$ cat config.mk
export PLATFORM = sky130hd
export DESIGN_NAME = alu_iterative_unit
export DESIGN_NICKNAME = d
export VERILOG_FILES = /design/src/rtl/alu_iterative_unit.sv
export SDC_FILE = /design/constraint.sdc
export NUM_CORES = 1
export LEC_CHECK = 0
export CAP_MARGIN = 0
export CORE_MARGIN = 4
export CORE_UTILIZATION = 40
export CTS_BUF_LIST = sky130_fd_sc_hd__clkbuf_8
export DETAILED_ROUTE_END_ITERATION = 8
export GPL_TIMING_DRIVEN = 0
export PLACE_DENSITY_LB_ADDON = 0.3
export SLEW_MARGIN = 25
export SYNTH_ARGS = -nofsm -noshare
export SYNTH_HDL_FRONTEND = slang
export SYNTH_SLANG_ARGS = --single-unit
$ cat constraint.sdc
create_clock -name Clk -period 8.3 [get_ports Clk]
set_input_delay 1.66 -clock Clk [delete_from_list [all_inputs] [get_ports Clk]]
set_output_delay 1.66 -clock Clk [all_outputs]
set_load 0.02 [all_outputs]
$ cat src/rtl/alu_iterative_unit.sv
// Multi-cycle ALU for MUL, ROTR, CLO and CLZ: accepts one request, iterates one
// step per clock, and holds the registered response until it is consumed.
module alu_iterative_unit #(
    parameter bit MUL_SIGNED = 1'b1
) (
    input  logic        Clk,
    input  logic        Rst,
    input  logic        ReqValid,
    output logic        ReqReady,
    input  logic [3:0]  ReqOp,
    input  logic [31:0] ReqA,
    input  logic [31:0] ReqB,
    output logic        RspValid,
    input  logic        RspReady,
    output logic [31:0] RspResult,
    output logic [31:0] RspHi,
    output logic        RspZero,
    output logic        RspErr
);

    localparam logic [3:0] OP_MUL  = 4'b0010;
    localparam logic [3:0] OP_ROTR = 4'b1010;
    localparam logic [3:0] OP_CLO  = 4'b1011;
    localparam logic [3:0] OP_CLZ  = 4'b1100;

    typedef enum logic [1:0] {IDLE, BUSY, DONE} state_t;

    state_t      state_q, state_d;
    logic        ready_q, ready_d;
    logic [3:0]  op_q, op_d;
    logic [31:0] a_q, a_d;
    logic [63:0] acc_q, acc_d;
    logic [5:0]  cnt_q, cnt_d;
    logic        neg_q, neg_d;
    logic [31:0] res_q, res_d;
    logic [31:0] hi_q, hi_d;
    logic        zero_q, zero_d;
    logic        err_q, err_d;

    logic        finish;
    logic [31:0] fin_lo, fin_hi;
    logic        fin_err;
    logic [32:0] sum;
    logic [63:0] acc_step, prod;
    logic [31:0] rot;

    always_comb begin
        state_d  = state_q;
        op_d     = op_q;
        a_d      = a_q;
        acc_d    = acc_q;
        cnt_d    = cnt_q;
        neg_d    = neg_q;
        res_d    = res_q;
        hi_d     = hi_q;
        zero_d   = zero_q;
        err_d    = err_q;
        finish   = 1'b0;
        fin_lo   = '0;
        fin_hi   = '0;
        fin_err  = 1'b0;
        sum      = '0;
        acc_step = '0;
        prod     = '0;
        rot      = '0;

        case (state_q)
            IDLE: begin
                if (ReqValid && ready_q) begin
                    state_d = BUSY;
                    op_d    = ReqOp;
                    a_d     = ReqA;
                    acc_d   = '0;
                    cnt_d   = '0;
                    neg_d   = 1'b0;
                    case (ReqOp)
                        OP_MUL: begin
                            // Multiplier magnitude sits in the accumulator's low half and shifts out as the product shifts in.
                            a_d   = (MUL_SIGNED && ReqA[31]) ? -ReqA : ReqA;
                            acc_d = {32'd0, (MUL_SIGNED && ReqB[31]) ? -ReqB : ReqB};
                            neg_d = MUL_SIGNED && (ReqA[31] ^ ReqB[31]);
                        end
                        OP_ROTR: cnt_d = {1'b0, ReqB[4:0]};
                        default: ;
                    endcase
                end
            end
            BUSY: begin
                case (op_q)
                    OP_MUL: begin
                        sum      = {1'b0, acc_q[63:32]} + {1'b0, (acc_q[0] ? a_q : 32'd0)};
                        acc_step = {sum, acc_q[31:1]};
                        acc_d    = acc_step;
                        cnt_d    = cnt_q + 6'd1;
                        prod     = neg_q ? -acc_step : acc_step;
                        if (cnt_q == 6'd31) begin
                            finish = 1'b1;
                            fin_lo = prod[31:0];
                            fin_hi = prod[63:32];
                        end
                    end
                    OP_ROTR: begin
                        // A zero amount still spends one cycle but leaves the operand untouched.
                        rot = (cnt_q != '0) ? {a_q[0], a_q[31:1]} : a_q;
                        a_d = rot;
                        if (cnt_q != '0) cnt_d = cnt_q - 6'd1;
                        if (cnt_q <= 6'd1) begin
                            finish = 1'b1;
                            fin_lo = rot;
                        end
                    end
                    OP_CLO, OP_CLZ: begin
                        if (a_q[31] == (op_q == OP_CLO)) begin
                            a_d   = {a_q[30:0], 1'b0};
                            cnt_d = cnt_q + 6'd1;
                            if (cnt_q == 6'd31) begin
                                finish = 1'b1;
                                fin_lo = 32'd32;
                            end
                        end else begin
                            finish = 1'b1;
                            fin_lo = {26'd0, cnt_q};
                        end
                    end
                    default: begin
                        finish  = 1'b1;
                        fin_err = 1'b1;
                    end
                endcase
                if (finish) begin
                    state_d = DONE;
                    res_d   = fin_lo;
                    hi_d    = fin_hi;
                    err_d   = fin_err;
                    zero_d  = (fin_lo == '0);
                end
            end
            DONE: begin
                if (RspReady) state_d = IDLE;
            end
            default: state_d = IDLE;
        endcase

        // Registered so that ReqReady stays low throughout reset.
        ready_d = (state_d == IDLE);
    end

    always_ff @(posedge Clk or negedge Rst) begin
        if (!Rst) begin
            state_q <= IDLE;
            ready_q <= 1'b0;
            op_q    <= '0;
            a_q     <= '0;
            acc_q   <= '0;
            cnt_q   <= '0;
            neg_q   <= 1'b0;
            res_q   <= '0;
            hi_q    <= '0;
            zero_q  <= 1'b1;
            err_q   <= 1'b0;
        end else begin
            state_q <= state_d;
            ready_q <= ready_d;
            op_q    <= op_d;
            a_q     <= a_d;
            acc_q   <= acc_d;
            cnt_q   <= cnt_d;
            neg_q   <= neg_d;
            res_q   <= res_d;
            hi_q    <= hi_d;
            zero_q  <= zero_d;
            err_q   <= err_d;
        end
    end

    assign ReqReady  = ready_q;
    assign RspValid  = (state_q == DONE);
    assign RspResult = res_q;
    assign RspHi     = hi_q;
    assign RspZero   = zero_q;
    assign RspErr    = err_q;

endmodule

==> impl_metrics.csv, run 1 <==
group,metric,value,unit
outcome,run_status,"finished, final reports clean",
place,postPlaceCellArea,15200,um^2
cts,cts.sinks,176,
synthesis,synth_cells,1660,
synthesis,synth_flop_cell,"dfrtp_1",
worst_setup_path,crit_top_cell,"o21ai_0",
synthesis,synth_area,13200,um^2
floorplan,core.rowCount,66,
pwr,finalPower,3.76,mW
place,placedCellCount,2244,
synthesis,synth_nets,1771,
drt,vias,13379,
synthesis,ys_ff_latch,176,
drt,wl_met3,2770,um
pwr,share_comb_of_total_power,0.484,
pwr,power.leakage,6.34,nW
worst_setup_path,cp_max_fo,10,
floorplan,ios,140,
worst_setup_path,arrival,5340,ps
final_layout,nets,1932,
worst_setup_path,cp.required,8680,ps
pwr,pwr_density_cell,241,nW/um^2
sta,timing.hold.ws,471,ps
cts,ctsResizeCount,0,
floorplan,core,32500,um^2
drt,routed_via_density,5.88,
final_layout,n_fill_cell,3222,
sta,setup-violations-final,0,
drt,drc,0,
final_layout,area_delta_synth_final,18.7,%
pwr,p_sw_frac,0.483,
place,portBuffers,139,
synthesis,synth_edf_count,0,
sta,maxSlewViolCount,0,
drt,wire_per_inst,20.5,um
final_layout,layoutNonFillerInstCount,2276,
drt,first_pass_iters,6,
cts,cts_tree,"built",
synthesis,ys_warn_count,0,
grt,gr-total-overflow,0,
pwr,pwr-share-clk,0.185,
worst_setup_path,slowest_stage,"xnor2_1",
worst_setup_path,crit_buf_inv,1,
sta,fin_skew,29.1,ps
cts,cts_buffer_depth,2,
grt,grt_pass1_vias,12947,
pwr,vdd_drop_max,0.174,mV
drt,wl_met2,21700,um
floorplan,initial_core_util,0.405,
final_layout,antenna_cells,0,
place,preCtsSetupSlack,2960,ps
worst_setup_path,worst_setup_path_start_kind,"flip-flop",
final_layout,multi_input_area,8280,um^2
min_path,hold_class,"flip-flop to flip-flop",
worst_setup_path,crit_path_cell_trace,"clkbuf_1 -> and2_1 -> ha_1 -> fa_1 -> a21o_1 -> a311o_1 -> a21oi_1 -> o21ai_0 -> xnor2_1 -> and4_1 -> nand4b_1 -> o41ai_1 -> xor2_1 -> o21ai_0",
place,gp_congestion,0.965,
pwr,seqPwrFrac,0.331,
sta,rsz0062_at_grt,"no",
grt,grt_usage,0.255,
sta,fin_ws,3340,ps
drt,top_layer,"met5",
drt,wl,46700,um
cts,clk_pin_slew,100,ps
cts,clk_latency,510,ps
worst_setup_path,crit_type,"flip-flop to flip-flop",
cts,post_cts_buffers,0,
worst_setup_path,slowest_delay,560,ps
cts,cts_inserted_buffers,17,
floorplan,die_x,189,um
worst_setup_path,crit_family,"compound AO/OA/AOI/OAI gates",
grt,grt_max_degree,64,
sta,post-route-period-util,0.597,
drt,first_iter_violations,1289,
floorplan,die_h,189,um
cts,cts_hold_buffers,0,
grt,grt_pass1_wl,72800,um
run,drv_cap,0,
final_layout,regArea,4410,um^2
synthesis,ys_types,77,
grt,antenna_found_initial,1,
sta,post-route-min-period,4960,ps
worst_setup_path,endpoint_kind,"flip-flop",
floorplan,die-area,35800,um^2
synthesis,synthArstFlopShare,1.00,
pwr,p_int,1.94,mW
place,hpwlAfterDp,37400,um
final_layout,final_layout_size_suffix_gt1_frac,0.0371,
sta,tightestPinTransition,956,ps
drt,final_antenna_net_count,0,
cts,root_buffer,"clkbuf_8",
synthesis,ys_seq_area_frac,0.335,
synthesis,syn_area_per_cell,7.92,um^2
pwr,power.switching,1.82,mW
drt,m1WireLength,20800,um
sta,relSlewSlack,0.352,
sta,hold_viol_final,0,
final_layout,fin_area,15600,um^2
cts,htreeDepth,4,
sta,max_clock_freq,202,MHz
cell usage after synthesis, types with 6 or more instances:
library cell  number  area share
dfrtp_1          175        0.33
a31oi_1           10      0.0048
o211ai_1           8      0.0046
mux2_2             6      0.0051
o21ai_0          247       0.094
a21oi_1          104       0.040
a21o_1             6      0.0034
inv_1             23      0.0066
nor4_1            14      0.0067
nand2_1          280       0.080
nand3_1           56       0.021
a211oi_1          19       0.011
mux2i_1           34       0.026
or3_1             19      0.0090
o21ai_1            6      0.0023
and4_1             9      0.0060
o31ai_1           38       0.022
and2_1            38       0.018
o22ai_1            6      0.0029
o41ai_1           12      0.0080
xnor2_1           96       0.064
buf_1             11      0.0031
or2_2             10      0.0048
ha_1              38       0.036
nor3_1            24      0.0091
a22oi_1           29       0.017
and3_1             7      0.0033
xor2_1            46       0.031
o21a_1             7      0.0040
clkbuf_1          88       0.025
nor2_1            77       0.022
or4_1             16      0.0091
nand2b_1          11      0.0052
nand4_1           14      0.0067
path summary, 6_finish.rpt:
path,start,endpoint,slack [ps],cells past startpoint
hold / removal,RspZero,RspZero,470,2
min in group asynchronous,Rst,acc_q[58],1050,1
setup reg to reg,acc_q[0],RspHi[30],3340,14
setup / recovery,acc_q[0],RspHi[30],3340,14
hold reg to reg,RspZero,RspZero,470,2
max in group asynchronous,Rst,acc_q[7],6510,2
through the flow:
stage,setup TNS [ps],utilization
final,0,0.481
after global routing,0,0.481
after CTS,0,0.481
after detailed placement,0,0.467
after global placement,-323970,0.465
after floorplan,0,-
cell families after synthesis:
logic type,share of synthesized area
XOR/XNOR,0.0946
AND/OR/NAND/NOR,0.222
adder cells (fa/ha/maj),0.0377
buffers and inverters,0.0355
AO/OA/AOI/OAI,0.244
flip-flops,0.335
multiplexers,0.0310
worst register-to-register path: stages (launching register included):
cell and delay, ps:
dfrtp_1 440, clkbuf_1 240, and2_1 250, ha_1 210, fa_1 420, a21o_1 210, a311o_1 420, a21oi_1 440
o21ai_0 200, xnor2_1 560, and4_1 430, nand4b_1 270, o41ai_1 480, xor2_1 170, o21ai_0 90
layout by cell type (no fill, tap or decap), drive strengths merged, types with 7 or more instances in the layout:
cell,count
or3,19
xnor2,96
a21oi,104
a211oi,19
or4,17
o211ai,9
a22oi,29
and4,9
nor4,16
and2,38
nand4,15
nor2,77
o41ai,14
o21a,7
xor2,46
nand3,56
dfrtp,175
buf,16
nor3,24
a31oi,10
inv,30
clkdlybuf4s50,138
ha,38
o21ai,254
or2,10
mux2i,34
nand2,280
and3,7
nand2b,11
clkbuf,105
o31ai,39
area by class of cell:
cell class,instances,share of cell area
inverters,24,0.00577
multi-input cells,1360,0.531
repair buffers,142,0.0935
well taps,442,0.0354
clock buffers,17,0.0150
plain buffers,100,0.0241
clock inverters,15,0.0131
flip-flops and latches,176,0.282
registers in the layout (all words and copies together) (netlist names), 2 cells and up:
signal and flops:
acc_q 64, RspHi 32, RspResult 32, a_q 32, cnt_q 6, op_q 4
state_q 2
power groups by stage:
stage | combinational (mW) | sequential (mW) | clock, mW
3_5_place_dp | 1.77 | 1.25 | 0
5_1_grt | 1.97 | 1.26 | 0.733
3_3_place_gp | 1.74 | 1.25 | 0
4_1_cts | 1.78 | 1.23 | 0.698
2_1_floorplan | 1.17 | 1.18 | 0
6_report | 1.82 | 1.24 | 0.696
routing by layer:
layer / global-route usage / vias up
li1: - / 6327
met1: 0.347 / 6451
met2: 0.418 / 512
met3: 0.0424 / 87
met4: 0.0804 / 2
met5: 0 / -
No activity file was read; power rests on OpenSTA's default activity.
==> run 2, diff against run 1 <==
- clock period: 8.3 -> 4.4 ns (I/O delays scaled with it)
==> run 2 against run 1 <==
Critical endpoint is now RspHi[31]. Routed wire length up 0.64%. First-iteration DRC count up 3.3%. Worst hold slack lost 200 ps. Maximum frequency increased by 17%. Clock skew fell by 4.8 ps. Global-route usage is 0.12 points higher. Count of clock-buffer cells in the layout did not move. Core utilization is 0.78 points higher.
==> impl_metrics.csv, run 2 (same netlist as run 1, synthesis figures left out) <==
group,metric,value,unit
final_layout,largest_register,"acc_q",
sta,setup-violations-final,0,
final_layout,largest_reg_flops,64,
cts,cts_inserted_buffers,17,
floorplan,initial_core_util,0.405,
drt,first_pass_iters,7,
final_layout,area_delta_synth_final,20.6,%
floorplan,die_h,189,um
pwr,vdd_drop_max,0.327,mV
min_path,hold_class,"input pin to async pin",
grt,gr-total-overflow,0,
sta,maxSlewViolCount,0,
floorplan,core.rowCount,66,
cts,root_buffer,"clkbuf_8",
sta,hold_viol_final,0,
final_layout,regArea,4410,um^2
drt,first_iter_violations,1332,
worst_setup_path,cp.required,4770,ps
final_layout,post-route-util,0.489,
cts,htreeDepth,4,
floorplan,die_x,189,um
cts,clk_pin_slew,100,ps
final_layout,layout.cells.most_common,"nand2_1",
drt,vias,13473,
sta,max_clock_freq,236,MHz
pwr,power.leakage,6.43,nW
worst_setup_path,crit_type,"flip-flop to flip-flop",
cts,clk_latency,510,ps
floorplan,die-area,35800,um^2
grt,grt_pass1_vias,13048,
sta,tightestPinTransition,850,ps
place,gp_congestion,0.965,
pwr,pwr_density_cell,455,nW/um^2
drt,wire_per_inst,20.6,um
pwr,finalPower,7.21,mW
grt,grt_pass1_wl,73200,um
final_layout,nets,1937,
floorplan,core,32500,um^2
worst_setup_path,worst_setup_path_start_kind,"flip-flop",
final_layout,most-common-layout-cells,"280 x nand2_1, 244 x o21ai_0, 175 x dfrtp_1",
worst_setup_path,arrival,4610,ps
worst_setup_path,cp-startpoint,"acc_q[0]",
drt,drc,0,
grt,grt_usage,0.256,
sta,post-route-period-util,0.963,
cts,cts_tree,"built",
final_layout,antenna_cells,0,
drt,routed_via_density,5.91,
final_layout,final_layout_size_suffix_gt1_frac,0.0593,
drt,wl,47000,um
cts,cts.sinks,176,
final_layout,n_fill_cell,3186,
final_layout,multi_input_area,8470,um^2
place,hpwlAfterDp,37400,um
outcome,run_status,"finished, final reports clean",
sta,relSlewSlack,0.433,
drt,final_antenna_net_count,0,
floorplan,ios,140,
grt,grt_max_degree,64,
worst_setup_path,r2r_start,"acc_q[0]",
run,drv_cap,0,
sta,setup_tns,0,ps
place,portBuffers,139,
worst_setup_path,endpoint_kind,"flip-flop",
sta,fin_ws,161,ps
sta,post-route-min-period,4240,ps
cts,cts_buffer_depth,2,
sta,fin_skew,24.3,ps
sta,rsz0062_at_grt,"yes",
grt,antenna_found_initial,1,
place,preCtsSetupSlack,-502,ps
worst_setup_path,cp_max_fo,10,
## run 2: cell count changes in the layout (fill, tap and decap cells not counted), sizes merged
cell    change
clkbuf      -8
buf        +13
## run 2: report_power, final
| group | internal (mW) | leakage, nW | switching [mW] |
|---|---|---|---|
| Sequential | 1.92 | 2.37 | 0.429 |
| Combinational | 1.21 | 3.84 | 2.35 |
| Clock | 0.627 | 0.220 | 0.684 |
## run 2: repair_timing
item | in CTS | in global routing
gates resized for setup | 18 | 22
setup endpoints to repair | 14 | 13
hold buffers | 0 | 0
gates cloned | 0 | 0
buffers inserted | 6 | 6
pin swaps | 4 | 9
## run 2: per-layer routing
| metal | GRT usage | share of wire |
|---|---|---|
| met5 | 0 | 0.00040 |
| met4 | 0.0818 | 0.031 |
| met3 | 0.0431 | 0.069 |
| met2 | 0.420 | 0.47 |
| met1 | 0.348 | 0.43 |
## run 2: final timing paths
check / end / slack, ps / cells after the start
worst max-delay path: RspHi[31] / 160 / 15
worst min-delay path: acc_q[58] / 270 / 1
worst max register to register: RspHi[31] / 160 / 15
worst min register to register: RspZero / 470 / 2
max in group asynchronous: acc_q[7] / 3400 / 2
min in group Clk: RspZero / 470 / 2
## run 2: area by class of cell
cell class,count,area share
plain buffers,93,0.0222
repair buffers,154,0.0977
clock buffers,17,0.0148
multi-input cells,1360,0.534
clock inverters,15,0.0129
inverters,24,0.00568
well taps,442,0.0349
flip-flops and latches,176,0.278
## run 2: critical path, cell delays in order, from the launching register on
cell	delay, ps
dfrtp_1	440
buf_2	200
and2_1	200
ha_1	210
fa_1	420
a21o_1	210
a311o_1	410
a21oi_4	330
o21ai_1	170
a21oi_1	250
xor2_2	250
nand4_1	170
buf_4	190
o41ai_4	380
xnor2_2	200
o21ai_2	70
## run 2: through the flow
| step | std cells | area (um^2) | hold slack (ps) |
|---|---|---|---|
| floorplan | 1660 | 13200 | 456 |
| global placement | 2241 | 15100 | 458 |
| detailed placement | 2244 | 15200 | 459 |
| CTS | 2282 | 15800 | 293 |
| global route | 2281 | 15900 | 302 |
| finish | 2281 | 15900 | 267 |
==> run 3, diff against run 2 <==
- CORE_UTILIZATION: 40 -> 51
==> run 3 against run 2 <==
Cell count down 5.0%. Non-clock buffer count down 1. Maximum frequency down 0.99%. Sequential power about the same. Worst setup slack worse by 43 ps. Design area down 1.2%. Global-route usage up 5.8 points. Clock skew up 1.2 ps. Worst hold slack better by 79 ps. Clock power down 12%. Sequential share of layout area up 0.33 points. Combinational power down 1%. Critical path type unchanged. Largest power group unchanged. Highest routed layer unchanged.
==> impl_metrics.csv, run 3 (same netlist as run 1, synthesis figures left out) <==
group,metric,value,unit
cts,cts_hold_buffers,0,
drt,routed_via_density,6.33,
grt,gr-total-overflow,0,
worst_setup_path,cp_max_fo,10,
final_layout,regArea,4410,um^2
drt,wl_met3,3490,um
worst_setup_path,crit_type,"flip-flop to flip-flop",
drt,wl_met2,21300,um
grt,antenna_found_initial,1,
final_layout,largest_reg_flops,64,
drt,final_antenna_net_count,0,
cts,cts_tree,"built",
floorplan,ios,140,
run,drv_cap,0,
final_layout,layoutNonFillerInstCount,2168,
sta,setup_tns,0,ps
worst_setup_path,worst_setup_path_start_kind,"flip-flop",
final_layout,largest_register,"acc_q",
final_layout,final_layout_size_suffix_gt1_frac,0.0620,
worst_setup_path,arrival,4660,ps
sta,post-route-min-period,4280,ps
drt,first_iter_violations,1360,
min_path,hold_class,"input pin to async pin",
sta,setup-violations-final,0,
floorplan,initial_core_util,0.521,
cts,clk_pin_slew,110,ps
grt,grt_pass1_wl,71400,um
final_layout,nets,1936,
place,placedCellCount,2131,
pwr,pwr_density_cell,447,nW/um^2
cts,clk_latency,500,ps
place,gp_congestion,0.987,
drt,drc,0,
cts,root_buffer,"clkbuf_8",
worst_setup_path,cp.required,4780,ps
cts,cts.sinks,176,
sta,hold_viol_final,0,
drt,wire_per_inst,21.2,um
drt,wl,46000,um
drt,vias,13722,
sta,max_clock_freq,234,MHz
drt,m1WireLength,19000,um
sta,maxSlewViolCount,0,
cts,htreeDepth,4,
sta,tightestPinTransition,941,ps
final_layout,layout.cells.most_common,"nand2_1",
final_layout,antenna_cells,0,
cts,cts_buffer_depth,2,
sta,rsz0062_at_grt,"yes",
place,hpwlAfterDp,36300,um
floorplan,core.rowCount,58,
pwr,power.leakage,6.41,nW
drt,top_layer,"met5",
drt,first_pass_iters,8,
grt,grt_max_degree,93,
floorplan,die_h,169,um
grt,grt_usage,0.314,
outcome,run_status,"finished, final reports clean",
grt,grt_pass1_vias,13033,
sta,fin_skew,25.5,ps
final_layout,most-common-layout-cells,"280 x nand2_1, 244 x o21ai_0, 175 x dfrtp_1",
place,portBuffers,139,
pwr,vdd_drop_max,0.311,mV
floorplan,die-area,28400,um^2
final_layout,multi_input_area,8500,um^2
floorplan,core,25300,um^2
worst_setup_path,endpoint_kind,"flip-flop",
final_layout,area_delta_synth_final,19.2,%
sta,post-route-period-util,0.973,
final_layout,n_fill_cell,2273,
cts,cts_inserted_buffers,17,
sta,relSlewSlack,0.364,
floorplan,die_x,169,um
-- run 3: metal layers --
| layer | track usage | vias to the layer above |
|---|---|---|
| met2 | 0.505 | 638 |
| met3 | 0.0563 | 133 |
| met4 | 0.130 | 2 |
| met1 | 0.422 | 6617 |
| met5 | 0 | - |
| li1 | - | 6332 |
-- run 3: report_power, final --
part           total (mW)  leakage [nW]  internal (mW)  switching (mW)
clock network        1.15         0.198          0.435           0.717
logic                3.52          3.83           1.18            2.34
registers            2.34          2.37           1.92           0.422
total                7.01          6.41           3.54            3.47
-- run 3: repair_timing --
action | CTS | global route
buffers inserted | 5 | 7
resized for setup | 22 | 20
setup endpoints to repair | 18 | 12
pin swaps | 7 | 8
-- run 3: stage by stage --
step / instance area [um^2] / hold WS, ps / utilization / total power, mW / worst slack (ps)
6_report: 15700 / 347 / 0.621 / 7.01 / 118
3_3_place_gp: 15000 / 461 / 0.592 / 5.61 / -4840
4_1_cts: 15600 / 378 / 0.616 / 6.87 / 15.1
3_5_place_dp: 15000 / 465 / 0.594 / 5.67 / -748
5_1_grt: 15700 / 412 / 0.621 / 7.37 / -21.6
2_1_floorplan: 13200 / 456 / - / 4.44 / 413
-- run 3: path summary, 6_finish.rpt --
| path | from | end | slack (ps) | cells after the start |
|---|---|---|---|---|
| setup / recovery | acc_q[0] | RspHi[31] | 120 | 14 |
| hold / removal | Rst | acc_q[58] | 350 | 1 |
| setup reg to reg | acc_q[0] | RspHi[31] | 120 | 14 |
| hold reg to reg | RspHi[28] | RspHi[28] | 480 | 2 |
| max in group asynchronous | Rst | acc_q[0] | 3110 | 2 |
| min in group Clk | RspHi[28] | RspHi[28] | 480 | 2 |
-- run 3: area by class of cell --
type | instances | area share
clock buffer | 18 | 0.0158
timing repair buffer | 153 | 0.0969
sequential | 176 | 0.281
buffer | 93 | 0.0226
inverter | 24 | 0.00575
tap | 330 | 0.0263
multi-input combinational | 1360 | 0.542
clock inverter | 14 | 0.00910
-- run 3: worst max-delay path, stage by stage, from the launching register on --
cell	delay (ps)
dfrtp_1	440
clkbuf_2	220
and2_1	220
ha_1	210
fa_1	400
a21o_1	210
a311o_1	460
nand4b_1	200
nand3_1	180
a31oi_2	270
xor2_2	290
nand4_1	310
o41ai_4	420
xnor2_1	250
o21ai_2	70
